$ cat src/rtl/meas_pkg.sv
// Shared encodings for the multi-channel frequency/period meter.
package meas_pkg;
    typedef enum logic {
        MODE_FREQ   = 1'b0,
        MODE_PERIOD = 1'b1
    } mode_e;

    typedef enum logic {
        ST_WAIT_EDGE = 1'b0,
        ST_RUN       = 1'b1
    } ch_state_e;
endpackage

$ cat src/rtl/freq_meter_ch.sv
// One meter channel: synchroniser, edge detector, edge counter, period FSM
// and the published result/overflow registers.
module freq_meter_ch
    import meas_pkg::*;
#(
    parameter int CNT_W = 14
) (
    input  logic             clk,
    input  logic             rst,
    input  logic             en,
    input  logic             clr,
    input  logic             mode,
    input  logic             boundary,
    input  logic             sig_in,
    output logic [CNT_W-1:0] meas,
    output logic             ovf
);
    localparam logic [CNT_W-1:0] CNT_MAX = '1;

    logic [1:0]       sync_q;
    logic             prev_q, edge_q, edge_d;
    logic [CNT_W-1:0] cnt_q, cnt_d, cnt_nx;
    logic             cnt_ovf_q, cnt_ovf_d, cnt_ovf_nx;
    logic [CNT_W-1:0] per_q, per_d, per_nx;
    logic [CNT_W-1:0] last_q, last_d, last_nx;
    logic             done_q, done_d, done_nx;
    logic [CNT_W-1:0] meas_q, meas_d, res;
    logic             ovf_q, ovf_d, res_ovf;
    ch_state_e        state_q, state_d;

    // Synchroniser and prev keep running while disabled so a held-high input
    // does not fake an edge when en returns.
    assign edge_d = en & sync_q[1] & ~prev_q;

    always_ff @(posedge clk or posedge rst) begin
        if (rst) begin
            sync_q    <= '0;
            prev_q    <= 1'b0;
            edge_q    <= 1'b0;
            state_q   <= ST_WAIT_EDGE;
            cnt_q     <= '0;
            cnt_ovf_q <= 1'b0;
            per_q     <= '0;
            last_q    <= '0;
            done_q    <= 1'b0;
            meas_q    <= '0;
            ovf_q     <= 1'b0;
        end else begin
            sync_q    <= {sync_q[0], sig_in};
            prev_q    <= sync_q[1];
            edge_q    <= edge_d;
            state_q   <= state_d;
            cnt_q     <= cnt_d;
            cnt_ovf_q <= cnt_ovf_d;
            per_q     <= per_d;
            last_q    <= last_d;
            done_q    <= done_d;
            meas_q    <= meas_d;
            ovf_q     <= ovf_d;
        end
    end

    always_comb begin
        state_d = state_q;
        if (!en || clr) begin
            state_d = ST_WAIT_EDGE;
        end else begin
            case (state_q)
                ST_WAIT_EDGE: if (edge_q) state_d = ST_RUN;
                ST_RUN:       state_d = ST_RUN;
                default:      state_d = ST_WAIT_EDGE;
            endcase
        end
    end

    always_comb begin
        cnt_nx     = (edge_q && cnt_q != CNT_MAX) ? cnt_q + CNT_W'(1) : cnt_q;
        cnt_ovf_nx = cnt_ovf_q | (edge_q & (cnt_q == CNT_MAX));
        per_nx     = per_q;
        last_nx    = last_q;
        done_nx    = done_q;
        case (state_q)
            ST_WAIT_EDGE: if (edge_q) per_nx = CNT_W'(1);
            ST_RUN: begin
                if (edge_q) begin
                    last_nx = per_q;
                    done_nx = 1'b1;
                    per_nx  = CNT_W'(1);
                end else if (per_q != CNT_MAX) begin
                    per_nx = per_q + CNT_W'(1);
                end
            end
            default: per_nx = '0;
        endcase

        // Results include this cycle's edge so a boundary edge closes with its window.
        if (mode == MODE_PERIOD) begin
            res     = done_nx ? last_nx : CNT_MAX;
            res_ovf = !done_nx || (last_nx == CNT_MAX);
        end else begin
            res     = cnt_nx;
            res_ovf = cnt_ovf_nx;
        end

        meas_d    = boundary ? res : meas_q;
        ovf_d     = boundary ? res_ovf : ovf_q;
        cnt_d     = boundary ? '0 : cnt_nx;
        cnt_ovf_d = boundary ? 1'b0 : cnt_ovf_nx;
        done_d    = boundary ? 1'b0 : done_nx;
        per_d     = per_nx;
        last_d    = last_nx;
        if (!en || clr) begin
            cnt_d     = '0;
            cnt_ovf_d = 1'b0;
            per_d     = '0;
            last_d    = '0;
            done_d    = 1'b0;
        end
    end

    assign meas = meas_q;
    assign ovf  = ovf_q;
endmodule

$ cat src/rtl/freq_meter_mc.sv
// Multi-channel frequency/period meter: gate timer, mode sampling, enable
// handling and the update pulse around an array of channel instances.
module freq_meter_mc
    import meas_pkg::*;
#(
    parameter int CHANNELS    = 3,
    parameter int CNT_W       = 14,
    parameter int GATE_CYCLES = 50_000_000,
    parameter int GATE_W      = 26
) (
    input  logic                      clk,
    input  logic                      rst,
    input  logic                      en,
    input  logic                      mode,
    input  logic [CHANNELS-1:0]       sig_in,
    output logic [CHANNELS*CNT_W-1:0] meas,
    output logic [CHANNELS-1:0]       ovf,
    output logic                      meas_valid
);
    localparam logic [GATE_W-1:0] GATE_LAST = GATE_W'(GATE_CYCLES - 1);

    logic [GATE_W-1:0] timer_q, timer_d;
    logic              mode_q, mode_d;
    logic              armed_q;
    logic              valid_q;
    logic              boundary, mode_chg;

    assign boundary = en && (timer_q == GATE_LAST);
    assign mode_chg = boundary && (mode != mode_q);

    // armed_q loads mode on the first cycle out of reset, so mode_q tracks the
    // mode present at reset without an async load of a data input.
    always_comb begin
        timer_d = timer_q + GATE_W'(1);
        if (!en || boundary) timer_d = '0;
        mode_d = (!armed_q || boundary) ? mode : mode_q;
    end

    always_ff @(posedge clk or posedge rst) begin
        if (rst) begin
            timer_q <= '0;
            mode_q  <= MODE_FREQ;
            armed_q <= 1'b0;
            valid_q <= 1'b0;
        end else begin
            timer_q <= timer_d;
            mode_q  <= mode_d;
            armed_q <= 1'b1;
            valid_q <= boundary;
        end
    end

    for (genvar i = 0; i < CHANNELS; i++) begin : g_ch
        freq_meter_ch #(.CNT_W(CNT_W)) u_ch (
            .clk      (clk),
            .rst      (rst),
            .en       (en),
            .clr      (mode_chg),
            .mode     (mode_q),
            .boundary (boundary),
            .sig_in   (sig_in[i]),
            .meas     (meas[i*CNT_W +: CNT_W]),
            .ovf      (ovf[i])
        );
    end

    assign meas_valid = valid_q;
endmodule

$ cat config.mk
export PLATFORM = sky130hd
export DESIGN_NAME = freq_meter_mc
export DESIGN_NICKNAME = d
export VERILOG_FILES = /design/src/rtl/meas_pkg.sv /design/src/rtl/freq_meter_ch.sv /design/src/rtl/freq_meter_mc.sv
export SDC_FILE = /design/constraint.sdc
export NUM_CORES = 1
export LEC_CHECK = 0
export ABC_AREA = 1
export CAP_MARGIN = 15
export CELL_PAD_IN_SITES_DETAIL_PLACEMENT = 0
export CELL_PAD_IN_SITES_GLOBAL_PLACEMENT = 2
export CORE_ASPECT_RATIO = 1.1
export CORE_MARGIN = 2
export CORE_UTILIZATION = 35
export CTS_CLUSTER_SIZE = 28
export DETAILED_ROUTE_END_ITERATION = 16
export GPL_TIMING_DRIVEN = 0
export PLACE_DENSITY_LB_ADDON = 0.1
export SYNTH_ARGS = -nofsm -noshare
export SYNTH_HDL_FRONTEND = slang
export SYNTH_SLANG_ARGS = --single-unit
$ cat constraint.sdc
create_clock -name clk -period 7.8 [get_ports clk]
set_input_delay 0.78 -clock clk [delete_from_list [all_inputs] [get_ports clk]]
set_output_delay 0.78 -clock clk [all_outputs]
set_load 0.05 [all_outputs]
# Word-level counts from Yosys, hierarchy flattened

Cells that the tools add are included.

Flip-flop bits (word level): 221
Input bits: 7
Output and inout port bits: 46
Word-level logic and storage cells: 171

Equal/unequal tests: 20
Muxes and demuxes: 70
Reductions and logical operators: 19
Bitwise gates (word level): 18
Add/sub/neg operators: 7

Operators by type and width:

| cell                    | count |
|---|---|
| $mux W14                | 36 |
| $add A14 B1 Y14 const B | 6 |
| $eq A14 B14 Y1 const B  | 6 |
| $ne A14 B14 Y1 const B  | 6 |
| $pmux W14 S2            | 3 |
| $mux W1                 | 27 |
| $add A26 B1 Y26 const B | 1 |
| $eq A26 B26 Y1 const B  | 1 |
| $mux W26                | 1 |
| $ne A4 B3 Y1 const B    | 3 |
| $and A1 B1 Y1           | 9 |
| $logic_or A1 B1 Y1      | 6 |
| $ne A3 B2 Y1 const B    | 2 |
| $not A1 Y1              | 6 |
| $pmux W1 S2             | 3 |
| $reduce_and A2 Y1       | 3 |
| $logic_and A1 B1 Y1     | 5 |
| $logic_not A1 Y1        | 5 |
| $ne A3 B1 Y1 const B    | 1 |
| $or A1 B1 Y1            | 3 |
| $ne A1 B1 Y1            | 1 |

# Logic depth before layout (Yosys ltp)

Gate-level depths: netlist of run 1.

Depth in word-level cells: 6
Depth in mapped cells: 12
Mapped depth without buffers: 10

# Hierarchy

Synthesis of run 1 repeated with hierarchy kept, for this count alone.

Cells, all modules: 1715
Area total of the unflattened synthesis: 12204.2 µm²

By module, submodules not included:

| module        | area each (µm²) | seq. area each (µm²) | instances | cells each |
|---|---|---|---|---|
| freq_meter_ch | 3500.9          | 1601.5               | 3         | 492 |
| freq_meter_mc | 1701.6          | 725.7                | 1         | 239 |

# Worst setup path before layout of run 1

OpenSTA, ideal clock, no wires.

Path kind: input port to flip-flop
Start point: in en
End point: reg g_ch[0].u_ch.meas_q[0]
Data arrival time: 1702 ps
Path slack: 5981 ps
Cell stages on the path: 6
Library setup time: 118 ps
Buffers on the path: 3
Required time: 7682 ps
Cell sequence: clkbuf_1 nand3_1 clkbuf_1 buf_2 nand2_1 nand2_1

Cells in the longest elaborated chain, start to end: 1

Ends and longest elaborated chain:

| element              | RTL line            | source |
|---|---|---|
| from (decl)          | freq_meter_mc.sv:13 | `input logic en,` |
| $logic_and A1 B1 Y1  | freq_meter_mc.sv:28 | `assign boundary = en && (timer_q == GATE_LAST);` |
| to (signal assigned) | freq_meter_ch.sv:58 | `meas_q <= meas_d;` |
| to (decl)            | freq_meter_ch.sv:27 | `logic [CNT_W-1:0] meas_q, meas_d, res;` |

Every way passes these cells.
A chain may end at the register's enable or synchronous reset.

# Worst setup path in the final report of run 1

Start point: reg g_ch[2].u_ch.ovf_q
End point: out ovf[2]

RTL lines:

| element                | RTL line            | source |
|---|---|---|
| from (decl)            | freq_meter_ch.sv:28 | `logic ovf_q, ovf_d, res_ovf;` |
| from (signal assigned) | freq_meter_ch.sv:59 | `ovf_q <= ovf_d;` |
| to (decl)              | freq_meter_mc.sv:17 | `output logic [CHANNELS-1:0] ovf,` |

No word-level cell between the ends.

==> results of run 1 <==
==> cell families (layout without fill, tap and decap cells) <==
| family | Yosys count | count (layout) |
|---|---|---|
| buf+inv | 244 | 348 |
| simple gates | 1160 | 1160 |
| other cells | 1 | 1 |
| flops | 221 | 221 |
| fa+ha+maj | 7 | 7 |
| xor+xnor | 36 | 36 |
| compound gates | 114 | 114 |
==> power by group through the flow <==
stage | Clock (W) | Combinational (W) | Sequential, W
floorplan | 0 | 0.0000971 | 0.00118
global placement | 0 | 0.000153 | 0.00119
detailed placement | 0 | 0.000157 | 0.00119
CTS | 0.00142 | 0.000157 | 0.00117
global route | 0.00147 | 0.000171 | 0.00117
finish | 0.00138 | 0.000153 | 0.00117
==> final timing paths <==
check	from	to	cells after the start
max	g_ch[2].u_ch.ovf	ovf[2]	2
max in group asynchronous	rst	g_ch[1].u_ch.cnt_q[9]	3
max reg2reg	timer_q[0]	g_ch[0].u_ch.meas[4]	10
min	g_ch[0].u_ch.sync_q[0]	g_ch[0].u_ch.sync_q[1]	0
min in group asynchronous	rst	g_ch[2].u_ch.per_q[11]	2
min reg2reg	g_ch[0].u_ch.sync_q[0]	g_ch[0].u_ch.sync_q[1]	0
==> cell type report <==
type                       count  area (um^2)  area share
buffer                        69          360      0.0249
clock buffer                  35          788      0.0544
clock inverter                16          199      0.0137
inverter                     175          664      0.0458
multi-input combinational   1318         5840       0.402
sequential                   221         5530       0.381
tap                          444          556      0.0383
timing repair buffer          53          566      0.0390
==> flip-flops by register name (all words and copies together), names as in the netlist <==
name                 count
armed_q                  1
g_ch.u_ch.ovf            3
g_ch.u_ch.sync_q         6
meas_valid               1
g_ch.u_ch.cnt_ovf_q      3
mode_q                   1
g_ch.u_ch.last_q        42
g_ch.u_ch.cnt_q         42
g_ch.u_ch.state_q        3
timer_q                 26
g_ch.u_ch.edge_q         3
g_ch.u_ch.done_q         3
g_ch.u_ch.per_q         42
g_ch.u_ch.meas          42
g_ch.u_ch.prev_q         3
==> per-layer routing <==
layer / track usage / vias up / routed length (um)
met1: 0.286 / 5307 / 17900
met3: 0.0230 / 42 / 1190
met5: 0 / - / 0
met2: 0.376 / 179 / 19000
met4: 0.0497 / 0 / 673
li1: - / 5819 / -
==> layout by cell type (no fill, tap or decap), types with 11 or more instances in the layout <==
cell type and instances:
nor2_1 278, buf_2 35, a21oi_1 87, inv_2 11, clkdlybuf4s50_1 51, dfrtp_1 221
o21ai_0 13, xor2_1 33, nand4_1 40, clkbuf_1 23, clkbuf_16 29, nand2_1 578
nand3_1 207, inv_1 160, nor3_1 32
==> metrics by stage <==
stage                     worst slack, ns  instance area, um^2  power, W
after global routing                 5.09                14500   0.00281
final                                5.12                14500   0.00270
after CTS                            5.10                14500   0.00274
after detailed placement             5.00                13500   0.00134
after floorplan                     0.971                12400   0.00128
after global placement              -2.77                13400   0.00134
==> qor.csv, run 1 <==
stage,metric,value,unit
route,wl_per_cell,16.6,um
timing,drv_slew,0,
setup_path,critPathBufInv,2,
synthesis,ys_types,36,
timing,clock_skew,0.0128,ns
global_route,grt_start_max_net_pins,98,
route,route.detailed.drc,0,
timing,slew_headroom,0.350,
floorplanning,die_area,36900,um^2
clock_network,cts_tree,done,
synthesis,synth_area,12400,um^2
floorplanning,die_x,183,um
global_route,gr-total-overflow,0,
synthesis,syn_avg_cell_area,6.95,um^2
timing,fmaxAchievable,373,MHz
synthesis,netlist_top_cells_area,"dfrtp_1 45%, nand2_1 18%, nor2_1 8.4%",
route,route.vias.total,11300,
setup_path,path_class,flip-flop to output pin,
synthesis,async_reset_ff_frac,1.00,
global_route,grt_pass1_wl,62.8,mm
route,drtAntennaViolNets,0,
floorplanning,coreArea,35000,um^2
clock_network,cts_setup_buffers,0,
power,clockPowerShare,0.511,
power,p_int,0.00204,W
place,port_buffers,51,
clock_network,clock_path_buffers,3,
synthesis,netlist_top_cells_count,"578 x nand2_1, 278 x nor2_1, 221 x dfrtp_1",
global_route,grt_usage,0.215,
layout,drive_gt1_frac,0.0668,
route,firstDrtPassIters,5,
timing,finalCritPeriodShare,0.344,
floorplanning,initial_core_util,0.353,
power,peakVddDrop,0.000143,V
setup_path,startpoint_type,flip-flop,
synthesis,yosysTopAreaCell,dfrtp_1,
floorplanning,core.rowCount,72,
global_route,antenna_found_initial,0,
timing,whs,0.346,ns
clock_network,ctsHoldBuffers,0,
synthesis,synth_mux_area_frac,0,
place,dp_hpwl,28.7,mm
timing,fin_setup_tns,0,ns
floorplanning,io_pins,53,
layout,area_delta_synth_final,17.1,%
min_path,hold_class,flip-flop to flip-flop,
place,dp_cells,2280,
setup_path,cp.required,7.02,ns
synthesis,synth-xor-area-share,0.0255,
clock_network,cts_root_buffer,clkbuf_16,
synthesis,synthAdderAreaFrac,0.00707,
job,maxCapViolCount,0,
power,combPwrFrac,0.057,
timing,fin_crit,2.68,ns
setup_path,crit_chain,"buf_4, clkdlybuf4s50_1",
timing,rsz0062_at_grt,no,
route,initialDrtViolationCount,670,
place,gp_congestion,0.839,
setup_path,cp_top_family,buffers and inverters,
clock_network,cts_sinks,221,
clock_network,cts_made_buffers,28,
synthesis,synth_nets,1797,
synthesis,yosysSeqAreaShare,0.447,
power,switchingPower,0.000657,W
setup_path,critPathSlowestCell,clkdlybuf4s50_1,
synthesis,synthSimpleGateAreaFrac,0.391,
synthesis,synth_most_common_cell,nand2_1,
power,swShare,0.243,
setup_path,cp.arrival,1.90,ns
synthesis,synth_top_family_by_area,simple AND/OR/NAND/NOR gates,
route,vias_per_cell,4.87,
power,pwr-share-seq,0.432,
route,wirelength,38.8,mm
synthesis,synth-seq-cells,221,
global_route,grt_pass1_vias,11300,
run_status,status,completed,
layout,nNetsFinal,1880,
clock_network,worstSkewPairLatency,0.56,ns
power,cellLeakagePower,7.02,nW
synthesis,synth_compound_area_frac,0.0472,
setup_path,cp-end-kind,output pin,
clock_network,cts_resized,0,
floorplanning,die_y,201,um
layout,antenna_cells,0,
synthesis,ys_warn_count,0,
synthesis,syn-instance-count,1783,
power,powerDensity,186,nW/um^2
setup_path,ff2ff_setup_slack,5.42,ns
clock_network,clkTransAtPathRegs,0.06,ns
layout,final_util,0.414,
clock_network,cts_htree_levels,1,
layout,n_fill_cell,3769,
synthesis,synth_top_cell_area_share,0.447,
timing,setup_viol,0,
layout,finalNonFillerCells,2331,
synthesis,ys.flop_type,dfrtp_1,
setup_path,max_stage_delay,0.79,ns
setup_path,crit_fanout,2,
synthesis,synth_edf_count,0,
timing,max_slew.worst_pin.slew,0.975,ns
timing,finalHoldViolCount,0,
Note: power is estimated with default switching activity, not from simulation.
==> run 2, diff against run 1 <==
--- a/config.mk
+++ b/config.mk
@@ -11,7 +11,7 @@
 export CELL_PAD_IN_SITES_GLOBAL_PLACEMENT = 2
 export CORE_ASPECT_RATIO = 1.1
 export CORE_MARGIN = 2
-export CORE_UTILIZATION = 35
+export CORE_UTILIZATION = 32
 export CTS_CLUSTER_SIZE = 28
 export DETAILED_ROUTE_END_ITERATION = 16
 export GPL_TIMING_DRIVEN = 0
==> constraint.sdc (replaced) <==
create_clock -name clk -period 2.3 [get_ports clk]
set_input_delay 0.23 -clock clk [delete_from_list [all_inputs] [get_ports clk]]
set_output_delay 0.23 -clock clk [all_outputs]
set_load 0.05 [all_outputs]
==> run 2 against run 1 <==
Worst hold slack worse by 0.22 ns. Wire length is 1.9% higher. Critical path depth is 10 higher. Cell area is 2.2% higher. Combinational power grew to 3.6 times the previous value. Die area is 9.2% higher. Clock power grew to 3.6 times the previous value. Sequential cell count stayed put. First-iteration DRC count is 8.4% lower. Largest power group unchanged.
==> qor.csv, run 2 (synthesis results as in run 1) <==
stage,metric,value,unit,change
clock_network,cts_tree,done,,unchanged
place,place_area,13700,um^2,"was 13,500 um^2"
timing,fin_crit,2.17,ns,
setup_path,cp.required,2.73,ns,was 7.02 ns
setup_path,crit_start,timer_q[0],,was g_ch[2].u_ch.ovf
timing,fmaxAchievable,462,MHz,
setup_path,critPathBufInv,4,,was 2
setup_path,r2r_cells,12,,was 10
global_route,gr-total-overflow,0,,unchanged
setup_path,crit_chain,"ha_2, nand2_1, nor2_4, inv_2, nor2_2, nand3_2, nand2_4, inv_2, buf_6, buf_6, nand2_1, nand2_1",,"was buf_4, clkdlybuf4s50_1"
route,route.vias.total,11500,,was 11.3k
route,wirelength,39.5,mm,was 38.8 mm
min_path,hold_end,g_ch[2].u_ch.sync_q[0],,was g_ch[0].u_ch.sync_q[1]
setup_path,cp_top_family,simple AND/OR/NAND/NOR gates,,was buffers and inverters
floorplanning,core.rowCount,75,,was 72
global_route,antenna_found_initial,0,,unchanged
setup_path,path_class,flip-flop to flip-flop,,was flip-flop to output pin
global_route,grt_pass1_wl,63.5,mm,was 62.8 mm
global_route,grt_pass1_vias,11300,,about the same
floorplanning,die_area,40300,um^2,"was 36,900 um^2"
setup_path,r2r-start,timer_q[0],,unchanged
route,wl_per_cell,16.5,um,was 16.6 um
layout,drive_gt1_frac,0.0812,,was 0.0668
setup_path,ff2ff_setup_slack,0.13,ns,was 5.42 ns
layout,area_delta_synth_final,19.7,%,was 17.1%
clock_network,cts_made_buffers,28,,unchanged
global_route,grt_usage,0.202,,was 0.215
route,drtAntennaViolNets,0,,unchanged
timing,whs,0.121,ns,was 0.346 ns
layout,stdcell_area,14800,um^2,"was 14,500 um^2"
place,dp_cells,2340,,"was 2,280"
place,gp_congestion,0.813,,was 0.839
setup_path,cp-end-kind,flip-flop,,was output pin
timing,slew_headroom,0.336,,was 0.350
place,dp_hpwl,29.6,mm,was 28.7 mm
floorplanning,initial_core_util,0.324,,was 0.353
min_path,min-delay-start,sig_in[2],,was g_ch[0].u_ch.sync_q[0]
timing,max_slew.worst_pin.slew,0.996,ns,was 0.975 ns
setup_path,cpMostUsedCell,nand2_1,,
power,peakVddDrop,0.000560,V,was 0.000143 V
floorplanning,coreArea,38200,um^2,"was 35,000 um^2"
clock_network,cts_htree_levels,1,,unchanged
power,powerDensity,634,nW/um^2,was 186 nW/um^2
clock_network,cts_root_buffer,clkbuf_16,,unchanged
route,firstDrtPassIters,5,,unchanged
floorplanning,io_pins,53,,unchanged
route,vias_per_cell,4.78,,was 4.87
clock_network,clock_path_buffers,3,,unchanged
setup_path,critPathSlowestCell,dfrtp_1,,was clkdlybuf4s50_1
route,route.detailed.drc,0,,unchanged
layout,antenna_cells,0,,unchanged
route,initialDrtViolationCount,614,,was 670
min_path,hold_class,input port to flip-flop,,was flip-flop to flip-flop
layout,final_common_cell,nand2_1,,unchanged
setup_path,crit_fanout,10,,was 2
timing,clock_skew,0.0122,ns,was 0.0128 ns
timing,drv_slew,0,,unchanged
layout,finalNonFillerCells,2397,,"was 2,331"
timing,setup_viol,0,,unchanged
floorplanning,die_y,210,um,was 201 um
power,cellLeakagePower,7.11,nW,was 7.02 nW
timing,finalCritPeriodShare,0.941,,
min_path,whs_path_depth,1,,was 0
timing,fin_setup_tns,0,ns,unchanged
global_route,grt_start_max_net_pins,41,,was 98
timing,finalHoldViolCount,0,,unchanged
run_status,status,completed,,unchanged
layout,layout_common_cells,"577 x nand2_1, 274 x nor2_1, 219 x dfrtp_1, 205 x nand3_1, 159 x inv_1",,"was 578 x nand2_1, 278 x nor2_1, 221 x dfrtp_1, 207 x nand3_1, 160 x inv_1"
setup_path,startpoint_type,flip-flop,,unchanged
place,port_buffers,51,,unchanged
layout,nNetsFinal,1889,,"was 1,880"
clock_network,worstSkewPairLatency,0.55,ns,was 0.56 ns
clock_network,clkTransAtPathRegs,0.06,ns,about the same
clock_network,cts_sinks,221,,unchanged
floorplanning,die_x,192,um,was 183 um
setup_path,cp.arrival,2.60,ns,was 1.90 ns
setup_path,max_stage_delay,0.39,ns,was 0.79 ns
job,maxCapViolCount,0,,unchanged
setup_path,r2r-end,g_ch[0].u_ch.per_q[8],,was g_ch[0].u_ch.meas[4]
run 2: cell type report:
| cell class | count | area (um^2) |
|---|---|---|
| Fill cell | 4102 | 23400 |
| Sequential cell | 221 | 5530 |
| Buffer | 68 | 400 |
| Timing Repair Buffer | 63 | 683 |
| Clock inverter | 9 | 170 |
| Tap cell | 500 | 626 |
| Multi-Input combinational cell | 1318 | 5890 |
| Clock buffer | 43 | 858 |
| Inverter | 175 | 661 |
run 2: layer usage:
| layer | routed length (um) | part of all wire | up-vias | GRT usage |
|---|---|---|---|---|
| met3 | 994 | 0.025 | 58 | 0.0200 |
| met2 | 19200 | 0.48 | 164 | 0.344 |
| met1 | 18300 | 0.46 | 5413 | 0.269 |
| met5 | 0 | 0 | - | 0 |
| li1 | - | - | 5829 | - |
| met4 | 1070 | 0.027 | 0 | 0.0610 |
run 2: worst max-delay path by stage:
stage	depth (start not counted)	endpoint	slack, ns
after detailed placement	10	g_ch[0].u_ch.meas[3]	-0.11
after floorplan	1	armed_q	-0.81
after global placement	2	g_ch[1].u_ch.cnt_q[10]	-3.04
final	12	g_ch[0].u_ch.per_q[8]	0.13
after CTS	10	g_ch[0].u_ch.meas[3]	-0.04
after global routing	10	g_ch[1].u_ch.per_q[8]	-0.02
run 2: worst reg2reg max path, stage by stage (launching register included):
cell     delay (ns)
dfrtp_1        0.39
ha_2           0.22
nand2_1        0.10
nor2_4         0.20
inv_2          0.05
nor2_2         0.18
nand3_2        0.20
nand2_4        0.17
inv_2          0.07
buf_6          0.16
buf_6          0.17
nand2_1        0.08
nand2_1        0.06
run 2: timing repair:
| action | in CTS | in global routing |
|---|---|---|
| endpoints found under the setup margin | 21 | 149 |
| hold buffers | 0 | 0 |
| pin swaps | 0 | 1 |
| buffers inserted | 0 | 6 |
| resized for setup | 7 | 36 |
run 2: stage by stage:
| step | util | total power (W) | worst slack, ns |
|---|---|---|---|
| floorplan | - | 0.00435 | -0.812 |
| global placement | 0.354 | 0.00456 | -3.04 |
| detailed placement | 0.357 | 0.00458 | -0.111 |
| CTS | 0.385 | 0.00956 | -0.0368 |
| global route | 0.388 | 0.00978 | -0.0228 |
| finish | 0.388 | 0.00940 | 0.135 |
run 2: power by group:
group / switching [W] / leakage [nW] / internal, W
Clock: 0.00179 / 0.508 / 0.00311
Sequential: 0.0000286 / 3.05 / 0.00393
Combinational: 0.000404 / 3.55 / 0.000143
==> run 3, diff against run 2 <==
--- a/config.mk
+++ b/config.mk
@@ -19,3 +19,4 @@
 export SYNTH_ARGS = -nofsm -noshare
 export SYNTH_HDL_FRONTEND = slang
 export SYNTH_SLANG_ARGS = --single-unit
+export TNS_END_PERCENT = 50
==> run 3 against run 2 <==
Register-to-register slack barely moved. Cell area about the same. Worst setup slack got worse by 0.00084 ns. Critical path type unchanged. Sequential cell count stayed put. Maximum frequency hardly changed. Cell count did not move. Die area unchanged. Sequential share of layout area about the same. First-iteration DRC count is 8.1% higher. Via count grew 0.44%. Worst hold slack better by 0.0014 ns. Total power about the same.
==> qor.csv, run 3 (synthesis results as in run 1) <==
stage,metric,value,unit,change
floorplanning,die_y,210,um,unchanged
timing,clock_skew,0.0124,ns,was 0.0122 ns
layout,layout_common_cells,"578 x nand2_1, 274 x nor2_1, 219 x dfrtp_1, 205 x nand3_1, 159 x inv_1",,"was 577 x nand2_1, 274 x nor2_1, 219 x dfrtp_1, 205 x nand3_1, 159 x inv_1"
place,port_buffers,51,,unchanged
setup_path,startpoint_type,flip-flop,,unchanged
layout,final_util,0.388,,about the same
setup_path,cp.required,2.73,ns,about the same
timing,rsz0062_at_grt,yes,,
timing,finalCritPeriodShare,0.942,,was 0.941
layout,final_common_cell,nand2_1,,unchanged
route,wl_per_cell,16.5,um,about the same
place,gp_congestion,0.813,,unchanged
power,cellLeakagePower,7.11,nW,about the same
power,power.total,0.00940,W,about the same
route,route.vias.total,11500,,about the same
clock_network,worstSkewPairLatency,0.55,ns,about the same
layout,antenna_cells,0,,unchanged
route,route.detailed.drc,0,,unchanged
layout,n_fill_cell,4103,,"was 4,102"
floorplanning,io_pins,53,,unchanged
setup_path,cp.arrival,2.60,ns,about the same
route,initialDrtViolationCount,664,,was 614
timing,layout_setup_ws,0.134,ns,was 0.135 ns
route,vias_per_cell,4.80,,was 4.78
global_route,grt_start_max_net_pins,41,,unchanged
clock_network,cts_sinks,221,,unchanged
min_path,min-delay-start,sig_in[2],,unchanged
clock_network,clkTransAtPathRegs,0.06,ns,about the same
clock_network,cts_root_buffer,clkbuf_16,,unchanged
setup_path,r2r-end,g_ch[0].u_ch.per_q[8],,unchanged
floorplanning,core.rowCount,75,,unchanged
route,wirelength,39.5,mm,about the same
timing,finalHoldViolCount,0,,unchanged
setup_path,cp-end-kind,flip-flop,,unchanged
global_route,gr-total-overflow,0,,unchanged
route,firstDrtPassIters,5,,unchanged
setup_path,crit_start,timer_q[0],,unchanged
clock_network,cts_htree_levels,1,,unchanged
layout,stdcell_area,14800,um^2,about the same
timing,fin_crit,2.17,ns,about the same
timing,setup_viol,0,,unchanged
layout,area_delta_synth_final,19.7,%,about the same
power,powerDensity,634,nW/um^2,about the same
place,place_area,13700,um^2,unchanged
timing,slew_headroom,0.350,,was 0.336
layout,drive_gt1_frac,0.0807,,was 0.0812
job,maxCapViolCount,0,,unchanged
place,dp_hpwl,29.6,mm,unchanged
setup_path,crit_chain,"ha_2, nand2_1, nor2_4, inv_2, nor2_2, nand3_2, nand2_4, buf_4, nor2_4, buf_4, nand2_1, nand2_1",,"was ha_2, nand2_1, nor2_4, inv_2, nor2_2, nand3_2, nand2_4, inv_2, buf_6, buf_6, nand2_1, nand2_1"
global_route,grt_usage,0.202,,unchanged
layout,multi_input_area,5890,um^2,about the same
clock_network,cts_tree,done,,unchanged
layout,nNetsFinal,1889,,unchanged
setup_path,critPathSlowestCell,dfrtp_1,,unchanged
timing,max_slew.worst_pin.slew,0.976,ns,was 0.996 ns
global_route,grt_pass1_wl,63.5,mm,unchanged
timing,fmaxAchievable,462,MHz,about the same
place,place_ws,-0.111,ns,unchanged
setup_path,path_class,flip-flop to flip-flop,,unchanged
timing,fin_setup_tns,0,ns,unchanged
clock_network,clock_path_buffers,3,,unchanged
min_path,whs_path_depth,1,,unchanged
min_path,hold_class,input port to flip-flop,,unchanged
clock_network,cts_made_buffers,28,,unchanged
setup_path,r2r-start,timer_q[0],,unchanged
power,peakVddDrop,0.000559,V,was 0.000560 V
route,drtAntennaViolNets,0,,unchanged
floorplanning,coreArea,38200,um^2,unchanged
layout,ff_latch_area,5530,um^2,unchanged
run_status,status,completed,,unchanged
setup_path,r2r_cells,12,,unchanged
setup_path,ff2ff_setup_slack,0.13,ns,about the same
global_route,grt_pass1_vias,11300,,unchanged
setup_path,cpMostUsedCell,nand2_1,,unchanged
global_route,antenna_found_initial,0,,unchanged
setup_path,crit_fanout,10,,unchanged
floorplanning,die_x,192,um,unchanged
floorplanning,die_area,40300,um^2,unchanged
timing,drv_slew,0,,unchanged
setup_path,max_stage_delay,0.39,ns,about the same
floorplanning,initial_core_util,0.324,,unchanged
min_path,hold_end,g_ch[2].u_ch.sync_q[0],,unchanged
## run 3: metal layers
metal,part of all wire,GRT usage,vias up
met1,0.46,0.269,5435
met2,0.49,0.344,187
met4,0.027,0.0610,0
met3,0.027,0.0200,58
li1,-,-,5834
met5,0,0,-
## run 3: metrics by stage
stage                     cells  hold WS, ns
after floorplan            1783        0.261
after global placement     2334        0.335
after detailed placement   2340        0.335
after CTS                  2392       0.0870
after global routing       2397        0.102
final                      2397        0.123
## run 3: how the worst max path moves through the flow
stage,endpoint
after floorplan,armed_q
after global placement,g_ch[1].u_ch.cnt_q[10]
after detailed placement,g_ch[0].u_ch.meas[3]
after CTS,g_ch[0].u_ch.meas[3]
after global routing,g_ch[1].u_ch.per_q[8]
final,g_ch[0].u_ch.per_q[8]
## run 3: critical path: cells and delay by family, from the launching register on
family	cells	cell delay [ns]
and+or+nand+nor	8	1.03
buffers and inverters	3	0.40
DFF	1	0.39
adders and majority gates	1	0.23
## run 3: layout make-up
class	count	share of cell area
plain buffers	68	0.0270
clock buffers	43	0.0579
clock inverters	9	0.0115
inverters	175	0.0446
multi-input cells	1318	0.397
flip-flops and latches	221	0.373
well taps	500	0.0422
repair buffers	63	0.0461
## run 3: timing repair
action,4_1_cts,5_1_grt
hold endpoints to repair,0,0
pin swaps,0,1
resized for setup,7,35
hold buffers,0,0
setup endpoints to repair,21,149
setup buffers,0,6
## run 3: power breakdown
part / internal [W] / switching (W)
clock network: 0.00311 / 0.00179
logic: 0.000142 / 0.000403
registers: 0.00393 / 0.0000283
